[src/rtl/hazard_pkg.sv]
// Shared definitions for the pipeline hazard / flow-control unit.
//   flow_state_e : flow FSM states (RUN, FLUSH)
//   FWD_*        : ALU operand forwarding mux encodings
package hazard_pkg;

    typedef enum logic {
        RUN   = 1'b0,
        FLUSH = 1'b1
    } flow_state_e;

    localparam logic [1:0] FWD_RF  = 2'b00;  // register file value
    localparam logic [1:0] FWD_MEM = 2'b10;  // EX/MEM result
    localparam logic [1:0] FWD_WB  = 2'b01;  // MEM/WB result

endpackage

[src/rtl/forward_unit.sv]
// Combinational EX-stage operand forwarding select.
// Ports:
//   i_ex_rs, i_ex_rt            : source registers of the EX instruction
//   i_mem_rd, i_mem_reg_write   : destination / write enable in MEM
//   i_wb_rd,  i_wb_reg_write    : destination / write enable in WB
//   o_fwd_a,  o_fwd_b           : mux selects for operand A (rs) / B (rt)
module forward_unit
    import hazard_pkg::*;
#(
    parameter int REG_AW = 5
) (
    input  logic [REG_AW-1:0] i_ex_rs,
    input  logic [REG_AW-1:0] i_ex_rt,
    input  logic [REG_AW-1:0] i_mem_rd,
    input  logic              i_mem_reg_write,
    input  logic [REG_AW-1:0] i_wb_rd,
    input  logic              i_wb_reg_write,
    output logic [1:0]        o_fwd_a,
    output logic [1:0]        o_fwd_b
);

    // MEM holds the younger result, so it wins over WB; $zero is never forwarded.
    function automatic logic [1:0] pick(input logic [REG_AW-1:0] src);
        if (i_mem_reg_write && (i_mem_rd != '0) && (i_mem_rd == src))
            return FWD_MEM;
        else if (i_wb_reg_write && (i_wb_rd != '0) && (i_wb_rd == src))
            return FWD_WB;
        else
            return FWD_RF;
    endfunction

    assign o_fwd_a = pick(i_ex_rs);
    assign o_fwd_b = pick(i_ex_rt);

endmodule

[src/rtl/pipeline_hazard_ctrl.sv]
// Hazard and flow-control unit for the 5-stage MIPS pipeline.
// Handles load-use stalls, EX forwarding selects, a multi-cycle IF flush after
// a taken branch/jump, and a mul/div busy interlock.
// Ports:
//   clk, rst                    : clock, asynchronous active-low reset
//   id_*                        : sources / class of the instruction in ID
//   ex_*, br_taken              : instruction in EX and its branch resolution
//   mem_*, wb_*                 : destinations / write enables in MEM, WB
//   pc_write, if_id_write       : PC and IF/ID enables (0 = hold)
//   id_ex_bubble                : zero the control fields entering ID/EX
//   if_flush, id_flush          : squash IF / ID instructions
//   fwd_a, fwd_b                : ALU operand forwarding selects
//   md_busy, md_done            : mul/div in progress / finishing this cycle
module pipeline_hazard_ctrl
    import hazard_pkg::*;
#(
    parameter int REG_AW       = 5,
    parameter int FLUSH_CYCLES = 1,
    parameter int MD_LATENCY   = 4
) (
    input  logic              clk,
    input  logic              rst,
    input  logic [REG_AW-1:0] id_rs,
    input  logic [REG_AW-1:0] id_rt,
    input  logic              id_use_rs,
    input  logic              id_use_rt,
    input  logic              id_is_muldiv,
    input  logic              id_uses_hilo,
    input  logic [REG_AW-1:0] ex_rs,
    input  logic [REG_AW-1:0] ex_rt,
    input  logic [REG_AW-1:0] ex_rd,
    input  logic              ex_mem_read,
    input  logic              br_taken,
    input  logic [REG_AW-1:0] mem_rd,
    input  logic [REG_AW-1:0] wb_rd,
    input  logic              mem_reg_write,
    input  logic              wb_reg_write,
    output logic              pc_write,
    output logic              if_id_write,
    output logic              id_ex_bubble,
    output logic              if_flush,
    output logic              id_flush,
    output logic [1:0]        fwd_a,
    output logic [1:0]        fwd_b,
    output logic              md_busy,
    output logic              md_done
);

    if (FLUSH_CYCLES < 1 || FLUSH_CYCLES > 7) begin : g_bad_flush
        $error("FLUSH_CYCLES must be in 1..7");
    end
    if (MD_LATENCY < 2 || MD_LATENCY > 15) begin : g_bad_md
        $error("MD_LATENCY must be in 2..15");
    end

    flow_state_e r_state, w_state_nxt;
    logic [2:0]  r_flush_cnt, w_flush_cnt_nxt;
    logic [3:0]  r_md_cnt;

    logic        w_load_stall, w_md_stall, w_stall, w_md_issue;
    logic [1:0]  w_fwd_a, w_fwd_b;

    // ---------------- hazard detection ----------------
    assign w_load_stall = (r_state == RUN) && ex_mem_read && (ex_rd != '0) &&
                          ((id_use_rs && (ex_rd == id_rs)) ||
                           (id_use_rt && (ex_rd == id_rt)));
    assign w_md_stall   = (r_md_cnt != 4'd0) && (id_uses_hilo || id_is_muldiv);
    assign w_stall      = w_load_stall || w_md_stall;
    assign w_md_issue   = id_is_muldiv && !w_stall && !br_taken &&
                          (r_state == RUN) && (r_md_cnt == 4'd0);

    // ---------------- flow FSM: state register ----------------
    always_ff @(posedge clk or negedge rst) begin
        if (!rst) begin
            r_state     <= RUN;
            r_flush_cnt <= 3'd0;
        end else begin
            r_state     <= w_state_nxt;
            r_flush_cnt <= w_flush_cnt_nxt;
        end
    end

    // ---------------- flow FSM: next state ----------------
    always_comb begin
        w_state_nxt     = r_state;
        w_flush_cnt_nxt = r_flush_cnt;
        unique case (r_state)
            RUN: begin
                // A single-cycle flush is fully covered by the RUN cycle itself.
                if (br_taken && (FLUSH_CYCLES > 1)) begin
                    w_state_nxt     = FLUSH;
                    w_flush_cnt_nxt = 3'(FLUSH_CYCLES - 1);
                end
            end
            FLUSH: begin
                // br_taken is ignored here: the EX instruction is already squashed.
                w_flush_cnt_nxt = r_flush_cnt - 3'd1;
                if (r_flush_cnt == 3'd1) w_state_nxt = RUN;
            end
            default: w_state_nxt = RUN;
        endcase
    end

    // ---------------- flow FSM: outputs ----------------
    always_comb begin
        pc_write     = 1'b1;
        if_id_write  = 1'b1;
        id_ex_bubble = 1'b0;
        if_flush     = 1'b0;
        id_flush     = 1'b0;
        if (!rst) begin
            pc_write    = 1'b0;
            if_id_write = 1'b0;
        end else if (r_state == FLUSH) begin
            if_flush = 1'b1;
        end else if (br_taken) begin
            // Redirect overrides any stall: the stalled instructions are squashed.
            if_flush = 1'b1;
            id_flush = 1'b1;
        end else if (w_stall) begin
            pc_write     = 1'b0;
            if_id_write  = 1'b0;
            id_ex_bubble = 1'b1;
        end
    end

    // ---------------- mul/div occupancy ----------------
    // Keeps counting through branch flushes; an issued mul/div always completes.
    always_ff @(posedge clk or negedge rst) begin
        if (!rst)                    r_md_cnt <= 4'd0;
        else if (w_md_issue)         r_md_cnt <= 4'(MD_LATENCY);
        else if (r_md_cnt != 4'd0)   r_md_cnt <= r_md_cnt - 4'd1;
    end

    assign md_busy = rst && (r_md_cnt != 4'd0);
    assign md_done = rst && (r_md_cnt == 4'd1);

    // ---------------- forwarding ----------------
    forward_unit #(.REG_AW(REG_AW)) u_fwd (
        .i_ex_rs         (ex_rs),
        .i_ex_rt         (ex_rt),
        .i_mem_rd        (mem_rd),
        .i_mem_reg_write (mem_reg_write),
        .i_wb_rd         (wb_rd),
        .i_wb_reg_write  (wb_reg_write),
        .o_fwd_a         (w_fwd_a),
        .o_fwd_b         (w_fwd_b)
    );

    assign fwd_a = rst ? w_fwd_a : FWD_RF;
    assign fwd_b = rst ? w_fwd_b : FWD_RF;

endmodule

[config.mk]
export PLATFORM = sky130hd
export DESIGN_NAME = pipeline_hazard_ctrl
export DESIGN_NICKNAME = d
export VERILOG_FILES = /design/src/rtl/hazard_pkg.sv /design/src/rtl/forward_unit.sv /design/src/rtl/pipeline_hazard_ctrl.sv
export SDC_FILE = /design/constraint.sdc
export NUM_CORES = 1
export LEC_CHECK = 0
export ABC_CLOCK_PERIOD_IN_PS = 2500
export BUFFER_PORTS_ARGS = -buffer_cell sky130_fd_sc_hd__buf_2
export CORE_MARGIN = 5
export CORE_UTILIZATION = 43
export DETAILED_ROUTE_END_ITERATION = 8
export PLACE_DENSITY = 0.8
export SLEW_MARGIN = 10
export SYNTH_ARGS = -nofsm -noshare
export SYNTH_HDL_FRONTEND = slang
export SYNTH_SLANG_ARGS = --single-unit
[constraint.sdc]
create_clock -name clk -period 2.5 [get_ports clk]
set_clock_uncertainty 0.2 [all_clocks]
set_input_delay 0.375 -clock clk [delete_from_list [all_inputs] [get_ports clk]]
set_output_delay 0.375 -clock clk [all_outputs]
set_load 0.03 [all_outputs]
; Yosys cells after proc, flatten, opt, wreduce, memory -nomap -nowiden
; Cells that the tools add are included.
[totals]
mem_bits_ro = 0
output_inout_bits = 11
elab_cells = 66
latchBits = 0
regBits = 8
input_bits = 45
n_memories = 0
mem_bits_rw = 0
[classes]
eq_ne = 8
mux = 23
bitwise = 1
n_addsub = 2
div_mod_pow = 0
order_cmp = 0
mul = 0
shifts = 0
reduce_logical = 29
[op_table]
columns = cell, count
row1 = == test 5 bit, 6
row2 = logical AND 1 bit, 18
row3 = two-way mux 1 bit, 17
row4 = nonzero test 5 bit, 3
row5 = two-way mux 2 bit, 4
row6 = two-way mux 4 bit, 2
row7 = == test 4 x 1 -> 1 bit (second input constant), 1
row8 = logical NOT 4 bit, 1
row9 = nonzero test 4 bit, 1
row10 = subtractor 4 x 1 -> 4 bit (second input constant), 1
row11 = == test 3 x 1 -> 1 bit (second input constant), 1
row12 = logical OR 1 bit, 3
row13 = subtractor 3 x 1 -> 3 bit (second input constant), 1
row14 = logical NOT 1 bit, 2
row15 = nonzero test 2 bit, 1
row16 = inverter 1 bit, 1

; Longest topological paths before layout
[logic_depth]
depth_word = 11
mapped_depth = 6
mapped_depth_nobuf = 6

; By module
; Synthesis repeated with hierarchy kept, for this count alone.
[unflattened]
cells_unflattened = 112
hier_area_um2 = 929.6
[by_module_without_submodules]
columns = mod, cells_each, seq_area_each_um2, area_per_inst_um2, n_inst
row1 = pipeline_hazard_ctrl, 78, 200.2, 671.9, 1
row2 = forward_unit, 34, 0.0, 257.7, 1

; Least setup slack after synthesis
; No wires, ideal clock.
[synth_path]
path_kind = input-to-output
start = input mem_rd[1]
end = output fwd_a[0]
arrival_time_ns = 1.788
path_buffers = 0
required_ns = 1.925
path_stages = 4
setup_slack_ns = 0.137
path_cell_list = or4_1 o21ai_2 nor4_1 nor4_2
[synth_between]
elab_chain_cells = 5
elab_cells_between_ends = 6
cone_classes = 1 x eq/ne / 2 x mux / 3 x reduce/logical
[synth_lines]
columns = item, line_no
row1 = from (decl), pipeline_hazard_ctrl.sv:34  ; input logic [REG_AW-1:0] mem_rd,
row2 = nonzero test 5 bit, forward_unit.sv:24  ; if (i_mem_reg_write && (i_mem_rd != '0) && (i_mem_rd == src))
row3 = logical AND 1 bit, forward_unit.sv:24
row4 = logical AND 1 bit (*), forward_unit.sv:24
row5 = two-way mux 2 bit (*), forward_unit.sv:24
row6 = two-way mux 2 bit (*), pipeline_hazard_ctrl.sv:150  ; assign fwd_a = rst ? w_fwd_a : FWD_RF;
row7 = to (decl), pipeline_hazard_ctrl.sv:43  ; output logic [1:0] fwd_a,
; Mark *: on every way between the ends. The rest lies on a longest branch, timed or not.

; Worst setup path after layout
[layout_path]
start = register r_md_cnt[1]
end = output pc_write
[layout_between]
elab_chain_cells = 7
[layout_lines]
columns = item, line_no
row1 = from (decl), pipeline_hazard_ctrl.sv:58  ; logic [3:0] r_md_cnt;
row2 = from (signal assigned), pipeline_hazard_ctrl.sv:131  ; else if (w_md_issue) r_md_cnt <= 4'(MD_LATENCY);
row3 = from (signal assigned), pipeline_hazard_ctrl.sv:132  ; else if (r_md_cnt != 4'd0) r_md_cnt <= r_md_cnt - 4'd1;
row4 = nonzero test 4 bit, pipeline_hazard_ctrl.sv:67  ; assign w_md_stall = (r_md_cnt != 4'd0) && (id_uses_hilo || id_is_muldiv);
row5 = logical AND 1 bit, pipeline_hazard_ctrl.sv:67
row6 = logical OR 1 bit, pipeline_hazard_ctrl.sv:68  ; assign w_stall = w_load_stall || w_md_stall;
row7 = two-way mux 1 bit, pipeline_hazard_ctrl.sv:120  ; end else if (w_stall) begin
row8 = two-way mux 1 bit, pipeline_hazard_ctrl.sv:116  ; end else if (br_taken) begin
row9 = two-way mux 1 bit, pipeline_hazard_ctrl.sv:114  ; end else if (r_state == FLUSH) begin
row10 = two-way mux 1 bit, pipeline_hazard_ctrl.sv:111  ; if (!rst) begin
row11 = to (decl), pipeline_hazard_ctrl.sv:38  ; output logic pc_write,
; Every way passes these cells.

==> reports/qor.txt <==
Register area share after synthesis - 0.215
Most common cell after layout, fill and taps aside - buf_2
Max-cap check violation count - 0
Combinational power share - 0.558
Power Density - 524 nW/um^2
Area Overhead vs Synth - 37.6%
Final Hold Fails - 0
Layout Nets - 218
Setup violators final - 0
I/O Pins - 56
CP endpoint kind - output port
Total core area - 2020 sq um
Count of warnings emitted by yosys - 0
Number of antenna diodes - 0
Clock power frac - 0.144
Vias in the first global route - 1050
Critical Path RT - 1.92 ns
Worst path buffer plus inverter count - 2
Slew margin rel. - 0.651
TritonCTS Buffers - 3
Share of layout cells above drive strength 1 - 0.410
Crit-path max cell delay - 0.41 ns
Crit path arrival time - 1.80 ns
Critical-path top delay cell - dfrtp_1
Maximum net fanout on the critical path - 5
Fmax - 421 MHz
Antenna Violating Nets Remaining - 0
Seq pwr share - 0.297
CTS tree - done
Register bit total from synthesis - 8
Cells after Synth - 108
Placer Congestion - 0.925
FFs w/ async S/R, synth - 1.00
CTS Sinks - 8
Die Wd - 56.6 um
Syn Std Cell Area - 932 sq um
WS Path Type - reg -> out
Tmin final - 2.38 ns
Clk pin slew, worst setup/hold paths - 0.05 ns
Worst-Margin Slew - 0.522 ns
GRT Util Overall - 0.167
DR WL/cell - 13.2 um
Leakage power - 0.000625 uW
Final max-slew violation count - 0
Post-synth EDFFs - 0
Top cells by area, synth - xor2_1 (22%), dfrtp_1 (21%), xnor2_1 (9.4%)
Period utilization - 0.950
DR iter-0 viols - 27
Design Area, Final - 1280 sq um
Commonest non-fill, non-tap cells in the layout - buf_2 (53), xor2_1 (23), xnor2_1 (10)
Die height - 56.6 um
Clock Root Buffer - clkbuf_4
Crit path max-delay family - flip-flops
PortBufs - 55
Clock buffer depth - 2
Peak supply drop - 0.000397 V
Post-Syn Nets - 158
RSZ-0062 raised after global routing - no
Initial Util - 0.461
Clk_lat worst skew - 0.25 ns
Internal power - 398 uW
Setup WS pre-CTS - 0.115 ns
Worst hold path class - reg -> reg
Sw Share - 0.407
Post-synthesis cell type count - 35
Sw Pwr - 274 uW
Num rows - 16
Final worst slack - 0.125 ns
First-pass GRT wire length - 4.40 mm
Drt total wl - 2.56 mm
Via count - 1000
Remaining DRCs - 0
DP Area - 1230 sq um
H-tree Lvls - 1
Syn avg cell area - 8.63 sq um
Post-synth top area cell - xor2_1
Startpoint types - flop
Overflow after GRT - 0
Vias per cell - 5.18
Post-detail-place hpwl - 2.26 mm
Initial antenna violation count - 0
Top_reg_cell synth - dfrtp_1
Outcome - finished, final reports clean
Drt pass-1 iters - 4
Die Area - 3200 sq um
Setup_tns - 0 ns
Yosys top cell area share - 0.216
Largest net degree at the start of global routing - 18
Critical path cell sequence - inv_2 > ha_2 > or3b_4 > o211ai_1 > o211a_1 > buf_4
layout make-up:
type | instances | area [sq um]
Clock buffer | 3 | 22.5
Timing Repair Buffer | 58 | 305
Fill cell | 193 | 739
Inverter | 5 | 18.8
Tap cell | 27 | 33.8
Multi-Input combinational cell | 92 | 702
Sequential cell | 8 | 200
through the flow:
stage / std cells / total power (uW) / hold slack [ns] / utilization
final: 193 / 672 / 0.272 / 0.634
after global routing: 193 / 736 / 0.314 / 0.634
after CTS: 193 / 676 / 0.274 / 0.633
after detailed placement: 188 / 554 / 0.150 / 0.610
after global placement: 188 / 536 / 0.148 / 0.610
after floorplan: 108 / 439 / -0.121 / -
cells in the mapped netlist (2+ instances only):
library cell and count:
and2_2 2, nand2_1 4, nor4_2 2, nand3_1 5, nor4_1 4, inv_1 5
ha_1 5, xnor2_1 10, xor2_1 23, or4_1 4, o211ai_1 2, o21ai_0 3
dfrtp_1 8, nor3_1 3, nor2_1 4, a21oi_1 5
power groups by stage:
stage / clock [uW] / combinational (uW) / sequential [uW]
6_report: 97.0 / 375 / 200
5_1_grt: 109 / 422 / 205
4_1_cts: 100 / 377 / 199
3_5_place_dp: 0 / 346 / 209
3_3_place_gp: 0 / 331 / 205
2_1_floorplan: 0 / 241 / 198
timing repair:
| item | CTS | global route |
|---|---|---|
| endpoints found under the setup margin | 3 | 2 |
| hold endpoints to repair | 8 | 0 |
| resized for setup | 3 | 2 |
| hold buffers | 1 | 0 |
| setup buffers | 1 | 0 |
cell families after synthesis:
group | Yosys count | share of synthesized area
AND/OR/NAND/NOR | 36 | 0.238
buffers and inverters | 8 | 0.0376
flip-flops | 8 | 0.215
adder cells (fa/ha/maj) | 5 | 0.0671
AO/OA/AOI/OAI | 17 | 0.122
XOR/XNOR | 33 | 0.310
multiplexers | 1 | 0.0107
metal layers:
| metal | part of all wire | GRT usage | routed length (um) | vias up |
|---|---|---|---|---|
| met2 | 0.51 | 0.320 | 1290 | 49 |
| li1 | - | - | - | 495 |
| met3 | 0.11 | 0.0436 | 274 | 3 |
| met1 | 0.38 | 0.176 | 966 | 453 |
| met5 | 0 | 0 | 0 | - |
| met4 | 0.0090 | 0.0407 | 23 | 0 |
sequential cells by signal (all words and copies together) (netlist names):
signal and cells:
r_md_cnt 4, r_flush_cnt 3, r_state 1
worst reg2reg max path, stage by stage (launching register included):
cell	delay (ns)
dfrtp_1	0.41
inv_2	0.09
ha_2	0.18
or3b_4	0.41
a21oi_1	0.23
a21oi_1	0.08
o21a_1	0.11
path summary, 6_finish.rpt:
kind	startpoint	endpoint	slack, ns	depth (start not counted)
worst max-delay path	r_md_cnt[1]$_DFFE_PN0P_	pc_write	0.12	6
worst min-delay path	r_flush_cnt[2]$_DFFE_PN0P_	r_flush_cnt[2]$_DFFE_PN0P_	0.27	1
worst max register to register	r_md_cnt[1]$_DFFE_PN0P_	r_md_cnt[2]$_DFFE_PN0P_	0.68	6
worst min register to register	r_flush_cnt[2]$_DFFE_PN0P_	r_flush_cnt[2]$_DFFE_PN0P_	0.27	1
max in group asynchronous	rst	r_flush_cnt[2]$_DFFE_PN0P_	1.53	3
min in group asynchronous	rst	r_md_cnt[2]$_DFFE_PN0P_	0.41	3
Note: power is estimated with default switching activity, not from simulation.
